==> src/rtl/readout_sequencer.sv <==
// Drift-chamber readout sequencer: gates the tubes for a drift window, then scans 32 channels into a FIFO.
// Optional build macro RO_SKIP_EMPTY_EN drops channels whose hit time is 8'h00 from the scan.
module readout_sequencer #(
    parameter int DRIFT_CYCLES = 256,
    parameter int CLR_CYCLES   = 11
) (
    input  logic        clk,
    input  logic        clr,
    input  logic        trig,
    output logic        gate_en,
    output logic [4:0]  tube_sel,
    input  logic [7:0]  tube_data,
    output logic [15:0] fifo_din,
    output logic        fifo_wr_en,
    input  logic        fifo_full,
    output logic        tube_clr,
    output logic        busy,
    output logic [15:0] drop_cnt
);

    typedef enum logic [2:0] {IDLE, WAIT, SCAN, TRAILER, CLEAR} state_t;

    localparam logic [15:0] WAIT_LAST  = 16'(DRIFT_CYCLES - 1);
    localparam logic [15:0] CLEAR_LAST = 16'(CLR_CYCLES - 1);

    state_t      state;
    state_t      next_state;
    logic        trig_q;
    logic        armed;
    logic        trig_rise;
    logic [15:0] cnt;
    logic [4:0]  ch;
    logic        advance;
    logic [7:0]  tube_name;

    // armed stays low after reset until trig has been seen low, so a stale latch cannot start an event
    assign trig_rise = trig & ~trig_q & armed;
    assign tube_name = {ch[2:0], ch[3], ch[4] ? 4'd4 : 4'd3};

    always_ff @(posedge clk or posedge clr) begin
        if (clr) begin
            state    <= IDLE;
            trig_q   <= 1'b0;
            armed    <= 1'b0;
            cnt      <= 16'd0;
            ch       <= 5'd0;
            drop_cnt <= 16'd0;
        end else begin
            state  <= next_state;
            trig_q <= trig;
            armed  <= armed | ~trig;
            if (state != next_state)
                cnt <= 16'd0;
            else if (state == WAIT || state == CLEAR)
                cnt <= cnt + 16'd1;
            if (advance)
                ch <= ch + 5'd1;
            if (trig_rise && state != IDLE && drop_cnt != 16'hFFFF)
                drop_cnt <= drop_cnt + 16'd1;
        end
    end

    always_comb begin
        next_state = state;
        gate_en    = 1'b0;
        tube_clr   = 1'b0;
        fifo_wr_en = 1'b0;
        tube_sel   = 5'd0;
        fifo_din   = 16'hFFFF;
        advance    = 1'b0;
        busy       = (state != IDLE);
        case (state)
            IDLE: begin
                if (trig_rise)
                    next_state = WAIT;
            end
            WAIT: begin
                gate_en = 1'b1;
                if (cnt == WAIT_LAST)
                    next_state = SCAN;
            end
            SCAN: begin
                tube_sel = ch;
                fifo_din = {tube_data, tube_name};
`ifdef RO_SKIP_EMPTY_EN
                // Empty channels are skipped in a single cycle even when the FIFO is full
                if (tube_data == 8'h00) begin
                    advance = 1'b1;
                end else begin
                    fifo_wr_en = ~fifo_full;
                    advance    = ~fifo_full;
                end
`else
                fifo_wr_en = ~fifo_full;
                advance    = ~fifo_full;
`endif
                if (advance && ch == 5'd31)
                    next_state = TRAILER;
            end
            TRAILER: begin
                fifo_wr_en = ~fifo_full;
                if (!fifo_full)
                    next_state = CLEAR;
            end
            CLEAR: begin
                tube_clr = 1'b1;
                if (cnt == CLEAR_LAST)
                    next_state = IDLE;
            end
            default: begin
                next_state = IDLE;
            end
        endcase
    end

endmodule

==> config.mk <==
export PLATFORM = sky130hd
export DESIGN_NAME = readout_sequencer
export DESIGN_NICKNAME = d
export VERILOG_FILES = /design/src/rtl/readout_sequencer.sv
export SDC_FILE = /design/constraint.sdc
export NUM_CORES = 1
export LEC_CHECK = 0
export ABC_AREA = 1
export BUFFER_PORTS_ARGS = -buffer_cell sky130_fd_sc_hd__buf_4
export CAP_MARGIN = 40
export CORE_ASPECT_RATIO = 1.2
export CORE_MARGIN = 8
export CORE_UTILIZATION = 57
export CTS_BUF_LIST = sky130_fd_sc_hd__clkbuf_8
export CTS_CLUSTER_SIZE = 24
export DETAILED_ROUTE_END_ITERATION = 10
export PLACE_DENSITY = 0.82
export SETUP_SLACK_MARGIN = 0.4
export SYNTH_ARGS = -nofsm -noshare
export SYNTH_HDL_FRONTEND = slang
export SYNTH_SLANG_ARGS = --single-unit
==> constraint.sdc <==
create_clock -name clk -period 2.6 [get_ports clk]
set_input_delay 0.39 -clock clk [delete_from_list [all_inputs] [get_ports clk]]
set_output_delay 0.39 -clock clk [all_outputs]
set_load 0.01 [all_outputs]
==> metrics.md, run 1 <==
| Metric | Value |
|---|---|
| Outcome | `finished clean` |
| Syn Area/Cell | `7.93 um^2` |
| Hold crit path type | `in2async` |
| Largest net degree at the start of global routing | `43` |
| DPL Wire Length | `4280 um` |
| Setup TNS | `0 ns` |
| Iter 0 DRT Violations | `129` |
| Starting Density | `57.5%` |
| Antenna fix cells | `0` |
| Global-route track usage on met1 | `17.5%` |
| R2R setup slack | `0.62 ns` |
| Antenna-violating nets left | `0` |
| Crit path cell chain | `ha_1, nand2_1, nor2_1, ha_1, a21oi_1, nor2_4, nor2_4, nand2_2, nand2_1, nand2_2, nand2_8, nor2_1` |
| TritonCTS Buffers | `5` |
| WL final | `5650 um` |
| Syn Std Cell Area | `2580 um^2` |
| RR Startpoint | `ch[0]$_DFFE_PP0P_` |
| Async S/R FF share, synth | `100%` |
| WHS | `0.212 ns` |
| Seq/Total Area, Yosys | `40.7%` |
| DR vias/cell | `5.07` |
| Fmax | `0.504 GHz` |
| Slowest library cell on the worst path | `dfrtp_1` |
| Met2 Use GR | `31.6%` |
| Tcrit/Tclk final | `76.3%` |
| PD cells | `587 nW/um^2` |
| Family with the most delay on the worst path | `simple AND/OR/NAND/NOR gates` |
| CP Capture Type | `flop` |
| Leakage | `0.00157 uW` |
| Final hold viol count | `0` |
| Vert. Die Dim | `89.8 um` |
| Layout Nets | `399` |
| Post-synthesis cell type count | `29` |
| Placer congestion estimate | `0.860` |
| Crit path time final | `1.98 ns` |
| Fin area | `3140 um^2` |
| Routing usage on met3 | `4.38%` |
| Arr. time, crit path | `2.16 ns` |
| CTS clk-pin slew, worst paths | `0.09 ns` |
| Core ar. | `4490 um^2` |
| Synth Instances | `326` |
| Initial DRT Pass Iterations | `4` |
| Antenna violations before repair | `0` |
| Row cnt | `27` |
| R2r worst-path depth | `12` |
| Total grt overflow | `0` |
| DR DRC count | `0` |
| IO Pins | `53` |
| Clock Latency Late Sink | `0.30 ns` |
| Port Buffer Count | `52` |
| Synthesis-to-layout area growth | `21.3%` |
| Area after DPL | `3020 um^2` |
| Clk root buf | `clkbuf_8` |
| Critical Path Source Type | `flop` |
| Top_reg_cell synth | `dfrtp_1` |
| Synthesis Warnings | `0` |
| WS Path Type | `reg2reg` |
| Final Skew | `0.0144 ns` |
| Wirelength per Cell | `12.8 um` |
| Vias in the first global route | `2,282` |
| Vias | `2,235` |
| CP peak stage delay | `0.43 ns` |
| Slew Limit Fails | `0` |
| Filler cells | `387` |
| Slew HR | `65.2%` |
| Post-synth EDFFs | `0` |
| Yosys reg bits | `42` |
| TritonCTS clock tree | `yes` |
| Crit-path max FO | `16` |
| Sink Count | `42` |
| Worst-margin pin slew | `0.522 ns` |
| Clock Tree Buf Depth | `2` |
| RSZ-0062 raised after global routing | `false` |
| H-tree levels | `2` |
| GRT Overall Usage | `17.0%` |
| Max Cap Violations | `0` |
| First-pass GRT wire length | `9960 um` |
| Reg-to-reg endpoint | `cnt[11]$_DFFE_PP0P_` |
| Die Area | `6950 um^2` |
| Die span in x | `77.5 um` |
| Most Crowded Layer GR | `met2` |
| Worst EP required | `2.78 ns` |
| Share of cells above drive strength 1 | `28.5%` |
| Buf+Inv Stages, Crit Path | `0` |
| CP startpoint | `ch[0]$_DFFE_PP0P_` |
| Post-Syn Nets | `343` |
| Peak supply drop | `566 uV` |
| # setup viols final | `0` |
| Setup Buffers After CTS | `0` |
==> layout by cell type (no fill, tap or decap) <==
master	netlist	final
nand2_1	71	71
buf_4	2	53
nor2_1	45	45
dfrtp_1	42	42
inv_1	37	38
xor2_1	24	24
nand3_1	16	16
nor2_4	12	12
o21ai_0	9	9
nand4_1	8	8
nand2_2	8	8
or2_2	8	8
inv_2	7	7
nor2_2	7	7
nor3_1	7	7
ha_1	5	5
clkbuf_8	0	5
xnor2_1	3	3
nand2_4	3	2
and2_1	2	2
a21oi_1	1	1
nand3_2	1	1
clkinv_2	1	1
a21oi_2	1	1
nand2_8	0	1
o22ai_1	1	1
o211ai_1	1	1
nor3b_2	1	1
o21ai_1	1	1
clkinvlp_4	0	1
bufinv_16	0	1
==> cell usage after synthesis (2+ instances only) <==
| library cell | n | share of area [%] |
|---|---|---|
| buf_4 | 2 | 0.58 |
| dfrtp_1 | 42 | 41 |
| ha_1 | 5 | 2.4 |
| nor2_1 | 45 | 6.5 |
| nand2_2 | 8 | 1.9 |
| nor3_1 | 7 | 1.4 |
| o21ai_0 | 9 | 1.7 |
| nor2_4 | 12 | 5.2 |
| inv_2 | 7 | 1.0 |
| xnor2_1 | 3 | 1.0 |
| nor2_2 | 7 | 1.7 |
| or2_2 | 8 | 1.9 |
| xor2_1 | 24 | 8.1 |
| inv_1 | 37 | 5.4 |
| nand2_1 | 71 | 10 |
| and2_1 | 2 | 0.48 |
| nand3_1 | 16 | 3.1 |
| nand4_1 | 8 | 1.9 |
| nand2_4 | 3 | 1.3 |
==> flip-flops by register name, summed over array words and instances, names as in the netlist <==
register	cells
cnt	16
trig_q	1
drop_cnt	16
armed	1
ch	5
state	3
==> timing repair <==
item / in CTS / in global routing
hold buffers: 0 / 0
gates resized for setup: 0 / 1
setup endpoints to repair: 0 / 6
==> metrics by stage <==
stage | std cells | worst slack, ns | total power [uW] | utilization [%]
final | 441 | 0.616 | 1840 | 69.8
after global routing | 441 | 0.440 | 1940 | 69.8
after CTS | 441 | 0.483 | 1850 | 69.6
after detailed placement | 433 | 0.506 | 1340 | 67.1
after global placement | 433 | 0.629 | 1320 | 67.1
after floorplan | 326 | 0.770 | 1180 | -
==> worst max path at each step <==
stage / slack [ns] / end / cells after the start
after global placement: 0.63 / cnt[11]$_DFFE_PP0P_ / 12
final: 0.62 / cnt[11]$_DFFE_PP0P_ / 12
after detailed placement: 0.51 / cnt[11]$_DFFE_PP0P_ / 12
after floorplan: 0.77 / cnt[3]$_DFFE_PP0P_ / 13
after CTS: 0.48 / cnt[11]$_DFFE_PP0P_ / 12
after global routing: 0.44 / cnt[15]$_DFFE_PP0P_ / 12
==> logic make-up (layout without fill, tap and decap cells) <==
family / Yosys count / after routing / synth area share (%)
AOI/OAI and AO/OA: 14 / 14 / 3.00
xor gates and xnor gates: 27 / 27 / 9.15
adders and majority gates: 5 / 5 / 2.42
buffers and inverters: 49 / 106 / 8.08
DFF: 42 / 42 / 40.7
and+or+nand+nor: 189 / 189 / 36.7
==> per-layer routing <==
layer  vias to the layer above  routed length, um  share of wire, %
li1                       1112                  -                 -
met1                      1068               2200                39
met2                        46               3120                55
met3                         9                239               4.2
met4                         0                 82               1.5
met5                         -                  0                 0
==> worst min-delay path: stages <==
cell and delay [ns]:
buf_4 0.11, inv_1 0.04, buf_4 0.43
==> report_power, final <==
part           leakage, uW  switching (uW)  internal (uW)  total, uW
registers         0.000544             106            734        840
logic             0.000970             279            206        484
clock network    0.0000556             232            283        515
==> layout make-up <==
type	instances	area (um^2)	share of cell area (%)
timing repair buffer	53	398	12.7
sequential	42	1050	33.5
clock buffer	5	68.8	2.19
clock inverter	3	41.3	1.32
inverter	45	170	5.43
tap	58	72.6	2.31
multi-input combinational	235	1330	42.5
No activity file was read; power rests on OpenSTA's default activity.
==> inputs of run 2 (changes only) <==
- ABC_AREA: 1 -> 0
- CORE_UTILIZATION: 57 -> 50
- PLACE_DENSITY: 0.82 -> 0.78
- clock period: 2.6 -> 1.7 ns (I/O delays scaled with it)
==> metrics.md, run 2 <==
| Metric | Value |
|---|---|
| Vias | `2,738` |
| Vert. Die Dim | `90.4 um` |
| Synth area leaders | `dfrtp_1 46%, xor2_1 6.4%, xnor2_1 5.7%` |
| Clock network power share | `18.2%` |
| Switch share | `39.1%` |
| Placer congestion estimate | `0.809` |
| H-tree levels | `2` |
| Fin area | `4180 um^2` |
| Max Cap Violations | `0` |
| Die Area | `7060 um^2` |
| Core Util, Final | `92.3%` |
| Post-synth top area share | `45.5%` |
| Port Buffer Count | `52` |
| # setup viols final | `52` |
| Post-synth top area cell | `dfrtp_1` |
| Final setup margin | `-0.402 ns` |
| Slew HR | `61.4%` |
| DR DRC count | `0` |
| Filler cells | `137` |
| Biggest regs | `cnt: 16 flops, drop_cnt: 16 flops, ch: 5 flops` |
| Antenna-violating nets left | `0` |
| Vias in the first global route | `2,657` |
| Tcrit/Tclk final | `124%` |
| Total grt overflow | `0` |
| Slew Limit Fails | `0` |
| Syn Std Cell Area | `2310 um^2` |
| Clock Latency Late Sink | `0.32 ns` |
| Die span in x | `78.0 um` |
| Clock Tree Buf Depth | `2` |
| Async S/R FF share, synth | `100%` |
| Antenna violations before repair | `0` |
| PD cells | `1090 nW/um^2` |
| Layout Nets | `390` |
| Clk root buf | `clkbuf_8` |
| Initial DRT Pass Iterations | `5` |
| Hold crit path type | `in2async` |
| Post-Syn Nets | `249` |
| Worst EP required | `1.89 ns` |
| Arr. time, crit path | `2.29 ns` |
| Commonest non-fill, non-tap cell in the layout | `buf_4` |
| Critical Path Source Type | `flop` |
| Row cnt | `27` |
| Core ar. | `4530 um^2` |
| Most frequent cell after synthesis | `dfrtp_1` |
| First-pass GRT wire length | `14,600 um` |
| Syn Area/Cell | `9.95 um^2` |
| Worst-margin pin slew | `0.574 ns` |
| Seq/Total Area, Yosys | `45.5%` |
| NetSw | `1770 uW` |
| CTS clk-pin slew, worst paths | `0.09 ns` |
| RSZ-0062 raised after global routing | `true` |
| Outcome | `complete, but fails checks` |
| Largest net degree at the start of global routing | `43` |
| Area after DPL | `3230 um^2` |
| CP Capture Type | `flop` |
| Routed wl met3 | `1180 um` |
| Starting Density | `51.0%` |
| Internal | `2770 uW` |
| Synthesis-to-layout area growth | `81.1%` |
| Fmax | `0.476 GHz` |
| Uppermost layer routed | `met4` |
| TritonCTS clock tree | `yes` |
| Final Skew | `0.0186 ns` |
| Share of cells above drive strength 1 | `62.0%` |
| GRT Overall Usage | `26.6%` |
| Synth Instances | `232` |
| DR vias/cell | `6.34` |
| Power share of the sequential group | `31.5%` |
| WL met1 | `3900 um` |
| IO Pins | `53` |
| Peak supply drop | `854 uV` |
| Antenna fix cells | `0` |
| Crit-path max FO | `4` |
| Wirelength per Cell | `26.8 um` |
| Top post-synthesis cells by count | `42 x dfrtp_1, 18 x nor2_1, 17 x xor2_1, 16 x nand2_1` |
| WL final | `11,600 um` |
| Violated checks | `setup timing` |
| Commonest cells after routing, fill and taps aside | `78 x buf_4, 60 x buf_6, 36 x dfrtp_1, 17 x xor2_1` |
| DPL Wire Length | `4360 um` |
| Post-synthesis cell type count | `45` |
| Setup TNS | `-7.45 ns` |
| Post-CTS Hold Fix Bufs | `0` |
| Top_reg_cell synth | `dfrtp_1` |
| TritonCTS Buffers | `5` |
| WS Path Type | `reg2reg` |
| Post-synth EDFFs | `0` |
| Yosys reg bits | `42` |
| Synthesis Warnings | `0` |
| Final hold viol count | `0` |
| Crit path time final | `2.10 ns` |
| WHS | `0.0751 ns` |
| Logic pwr share | `50.3%` |
| Sink Count | `42` |
| Leakage | `0.00197 uW` |
| Met2 routed WL | `5450 um` |
| Iter 0 DRT Violations | `268` |
## run 2: area by class of cell
cell class | count | area [um^2] | share of cell area [%]
clock buffers | 5 | 68.8 | 1.65
clock inverters | 3 | 41.3 | 0.988
inverters | 8 | 37.5 | 0.898
multi-input cells | 176 | 1600 | 38.3
flip-flops and latches | 42 | 1060 | 25.3
well taps | 58 | 72.6 | 1.74
repair buffers | 140 | 1300 | 31.1
## run 2: power by group through the flow
stage                     Combinational (uW)  Sequential (uW)  Clock, uW
final                                   2280             1430        824
after global placement                  1270             1350          0
after global routing                    2360             1440        861
after CTS                               1760             1350        795
after floorplan                          710             1400          0
after detailed placement                1310             1370          0
## run 2: worst paths after layout
kind                                         start                 endpoint  slack, ns  cells after the start
setup / recovery                cnt[1]$_DFFE_PP0P_      cnt[10]$_DFFE_PP0P_      -0.40                      7
hold / removal                                 clr  drop_cnt[9]$_DFFE_PP0P_       0.08                      3
setup reg to reg                cnt[1]$_DFFE_PP0P_      cnt[10]$_DFFE_PP0P_      -0.40                      7
hold reg to reg            drop_cnt[8]$_DFFE_PP0P_  drop_cnt[8]$_DFFE_PP0P_       0.56                      1
max in group asynchronous                      clr       state[2]$_DFF_PP0_       1.21                      3
min in group clk                              trig         trig_q$_DFF_PP0_       0.09                      1
## run 2: routing by layer
metal | vias to the layer above | GRT usage [%]
li1 | 1079 | -
met1 | 1285 | 27.7
met4 | 0 | 16.1
met2 | 271 | 47.5
met3 | 103 | 5.28
met5 | - | 0
## run 2: critical path, stage by stage (launching register included)
cell and delay (ns):
dfrtp_1 0.43, buf_4 0.16, ha_1 0.19, nand4b_1 0.24, buf_4 0.23, nor4_1 0.44, xnor2_1 0.22, nor2_1 0.08
## run 2: what timing repair did
item                       CTS  global route
gates resized for setup     82            35
gates cloned                 1             0
buffers inserted            32             9
setup endpoints to repair   65            68
pin swaps                   24            18
## run 2: cells by family (layout without fill, tap and decap cells)
| logic type | count (synthesis) | after routing | synth area share, % |
|---|---|---|---|
| and+or+nand+nor | 114 | 115 | 27.6 |
| adders and majority gates | 5 | 5 | 2.71 |
| xor gates and xnor gates | 32 | 32 | 12.1 |
| DFF | 42 | 42 | 45.5 |
| AOI/OAI and AO/OA | 20 | 20 | 6.67 |
| muxes | 4 | 4 | 1.95 |
| buffers and inverters | 15 | 156 | 3.41 |
## run 2: through the flow
stage	cells	power (uW)	setup slack, ns
5_1_grt	432	4660	-0.418
4_1_cts	423	3900	-0.138
3_3_place_gp	382	2620	-0.123
2_1_floorplan	232	2110	-0.125
6_report	432	4540	-0.402
3_5_place_dp	382	2670	-0.168
==> inputs of run 3 (changes only) <==
- ABC_AREA: 0 -> 1
- CORE_UTILIZATION: 50 -> 51
- SLEW_MARGIN: default -> 20
==> metrics.md, run 3 (same netlist as run 1, synthesis figures left out) <==
| Metric | Value |
|---|---|
| Violated checks | `setup timing` |
| Antenna violations before repair | `0` |
| Slew HR | `64.0%` |
| Starting Density | `52.7%` |
| WL final | `8830 um` |
| First-pass GRT wire length | `12,000 um` |
| Row cnt | `28` |
| Worst-margin pin slew | `0.540 ns` |
| Leakage | `0.00203 uW` |
| Iter 0 DRT Violations | `172` |
| Largest net degree at the start of global routing | `43` |
| Port Buffer Count | `52` |
| CP Capture Type | `flop` |
| Clock Tree Buf Depth | `2` |
| Worst EP required | `1.89 ns` |
| RR Startpoint | `ch[1]$_DFFE_PP0P_` |
| Slew Limit Fails | `0` |
| Die Area | `7610 um^2` |
| Vert. Die Dim | `94.0 um` |
| Reg-to-reg endpoint | `cnt[11]$_DFFE_PP0P_` |
| Biggest regs | `cnt: 16 flops, drop_cnt: 16 flops, ch: 5 flops` |
| Arr. time, crit path | `2.02 ns` |
| Clock Latency Late Sink | `0.29 ns` |
| Placer congestion estimate | `0.893` |
| CTS clk-pin slew, worst paths | `0.09 ns` |
| Share of cells above drive strength 1 | `55.3%` |
| Final setup margin | `-0.131 ns` |
| Initial DRT Pass Iterations | `4` |
| Vias in the first global route | `2,627` |
| IO Pins | `53` |
| Crit path time final | `1.83 ns` |
| Hold crit path type | `in2reg` |
| R2r worst-path depth | `13` |
| Wirelength per Cell | `17.8 um` |
| Outcome | `complete, but fails checks` |
| TritonCTS clock tree | `yes` |
| Crit-path max FO | `10` |
| Hold Path Stages | `1` |
| Total area of multi-input combinational cells | `1800 um^2` |
| # setup viols final | `20` |
| Peak supply drop | `922 uV` |
| Critical Path Source Type | `flop` |
| Die span in x | `81.0 um` |
| Sink Count | `42` |
| WHS | `0.0847 ns` |
| Final Skew | `0.00752 ns` |
| TritonCTS Buffers | `5` |
| RSZ-0062 raised after global routing | `true` |
| Max Cap Violations | `0` |
| R2R setup slack | `-0.13 ns` |
| DPL Wire Length | `4530 um` |
| Antenna-violating nets left | `0` |
| DR vias/cell | `5.38` |
| Synthesis-to-layout area growth | `66.2%` |
| Post-Place Worst Slack | `-0.0388 ns` |
| Total grt overflow | `0` |
| Sequential cell area | `1060 um^2` |
| Fmax | `0.546 GHz` |
| Antenna fix cells | `0` |
| Core ar. | `4900 um^2` |
| GRT Overall Usage | `20.0%` |
| Tcrit/Tclk final | `108%` |
| CP startpoint | `ch[1]$_DFFE_PP0P_` |
| Layout Nets | `452` |
| Filler cells | `238` |
| Vias | `2,670` |
| H-tree levels | `2` |
| Commonest cells after routing, fill and taps aside | `51 x nand2_1, 51 x buf_4, 50 x buf_6, 35 x dfrtp_1, 31 x inv_1` |
| Final hold viol count | `0` |
| Clk root buf | `clkbuf_8` |
| Hold wc startpoint | `trig` |
| WS Path Type | `reg2reg` |
| Hold endpoint | `trig_q$_DFF_PP0_` |
| DR DRC count | `0` |
| PD cells | `837 nW/um^2` |
[run 3: cell count changes in the layout (fill, tap and decap cells not counted), moves of 7 or more]
| cell | change |
|---|---|
| inv_2 | +7 |
| or2_4 | +8 |
| xnor2_1 | -9 |
| nor2_1 | +10 |
| nand2_2 | +15 |
| buf_6 | -10 |
| nand2_1 | +40 |
| buf_4 | -27 |
| nand2_4 | +8 |
| nand2b_4 | -14 |
| inv_1 | +27 |
| nor2_4 | +23 |
[run 3: repair_timing]
item,in CTS,in global routing
hold buffers,0,0
pin swaps,23,23
setup buffers,26,15
gates resized for setup,108,54
setup endpoints to repair,63,68
[run 3: metal layers]
metal  GRT usage [%]  up-vias  share of wire, %
met2            37.4      119                54
met3            3.64       29               6.5
met4            7.31        0               3.9
met5               0        -                 0
li1                -     1221                 -
met1            21.3     1301                35
[run 3: final cells by class]
| type | count | share of cell area, % |
|---|---|---|
| repair buffers | 106 | 24.3 |
| clock buffers | 5 | 1.60 |
| clock inverters | 3 | 0.961 |
| multi-input cells | 235 | 41.9 |
| well taps | 60 | 1.75 |
| inverters | 45 | 4.80 |
| flip-flops and latches | 42 | 24.7 |
[run 3: worst max-delay path by stage]
| stage | cells past startpoint | slack (ns) | end |
|---|---|---|---|
| after global placement | 13 | 0.02 | cnt[11]$_DFFE_PP0P_ |
| after CTS | 13 | -0.04 | cnt[11]$_DFFE_PP0P_ |
| final | 13 | -0.13 | cnt[11]$_DFFE_PP0P_ |
| after global routing | 13 | -0.18 | cnt[11]$_DFFE_PP0P_ |
| after floorplan | 13 | 0.006 | cnt[3]$_DFFE_PP0P_ |
| after detailed placement | 13 | -0.04 | cnt[11]$_DFFE_PP0P_ |
[run 3: through the flow]
stage / setup TNS (ns) / total power [uW] / std cells / instance area, um^2 / util [%]
after floorplan: 0 / 1890 / 326 / 2700 / -
after global placement: 0 / 2190 / 447 / 3240 / 66.0
after detailed placement: -0.271 / 2230 / 447 / 3240 / 66.0
after CTS: -0.297 / 3330 / 481 / 3960 / 80.8
after global routing: -2.86 / 3770 / 496 / 4300 / 87.6
final: -1.88 / 3600 / 496 / 4300 / 87.6
[run 3: power breakdown]
part           leakage, uW  total, uW  switching [uW]  internal [uW]
Combinational      0.00144       1490             748            746
Clock            0.0000556        792             359            433
Sequential        0.000536       1310             174           1140
[run 3: worst max-delay path: stages, from the launching register on]
cell	delay (ns)
dfrtp_1	0.39
ha_2	0.20
nand2_1	0.07
nor2_1	0.04
ha_2	0.18
a21oi_4	0.16
nor2_4	0.06
nor2_4	0.11
nand2_2	0.08
nand2_2	0.07
nand2_2	0.06
nand2_4	0.09
buf_12	0.16
nor2_1	0.06
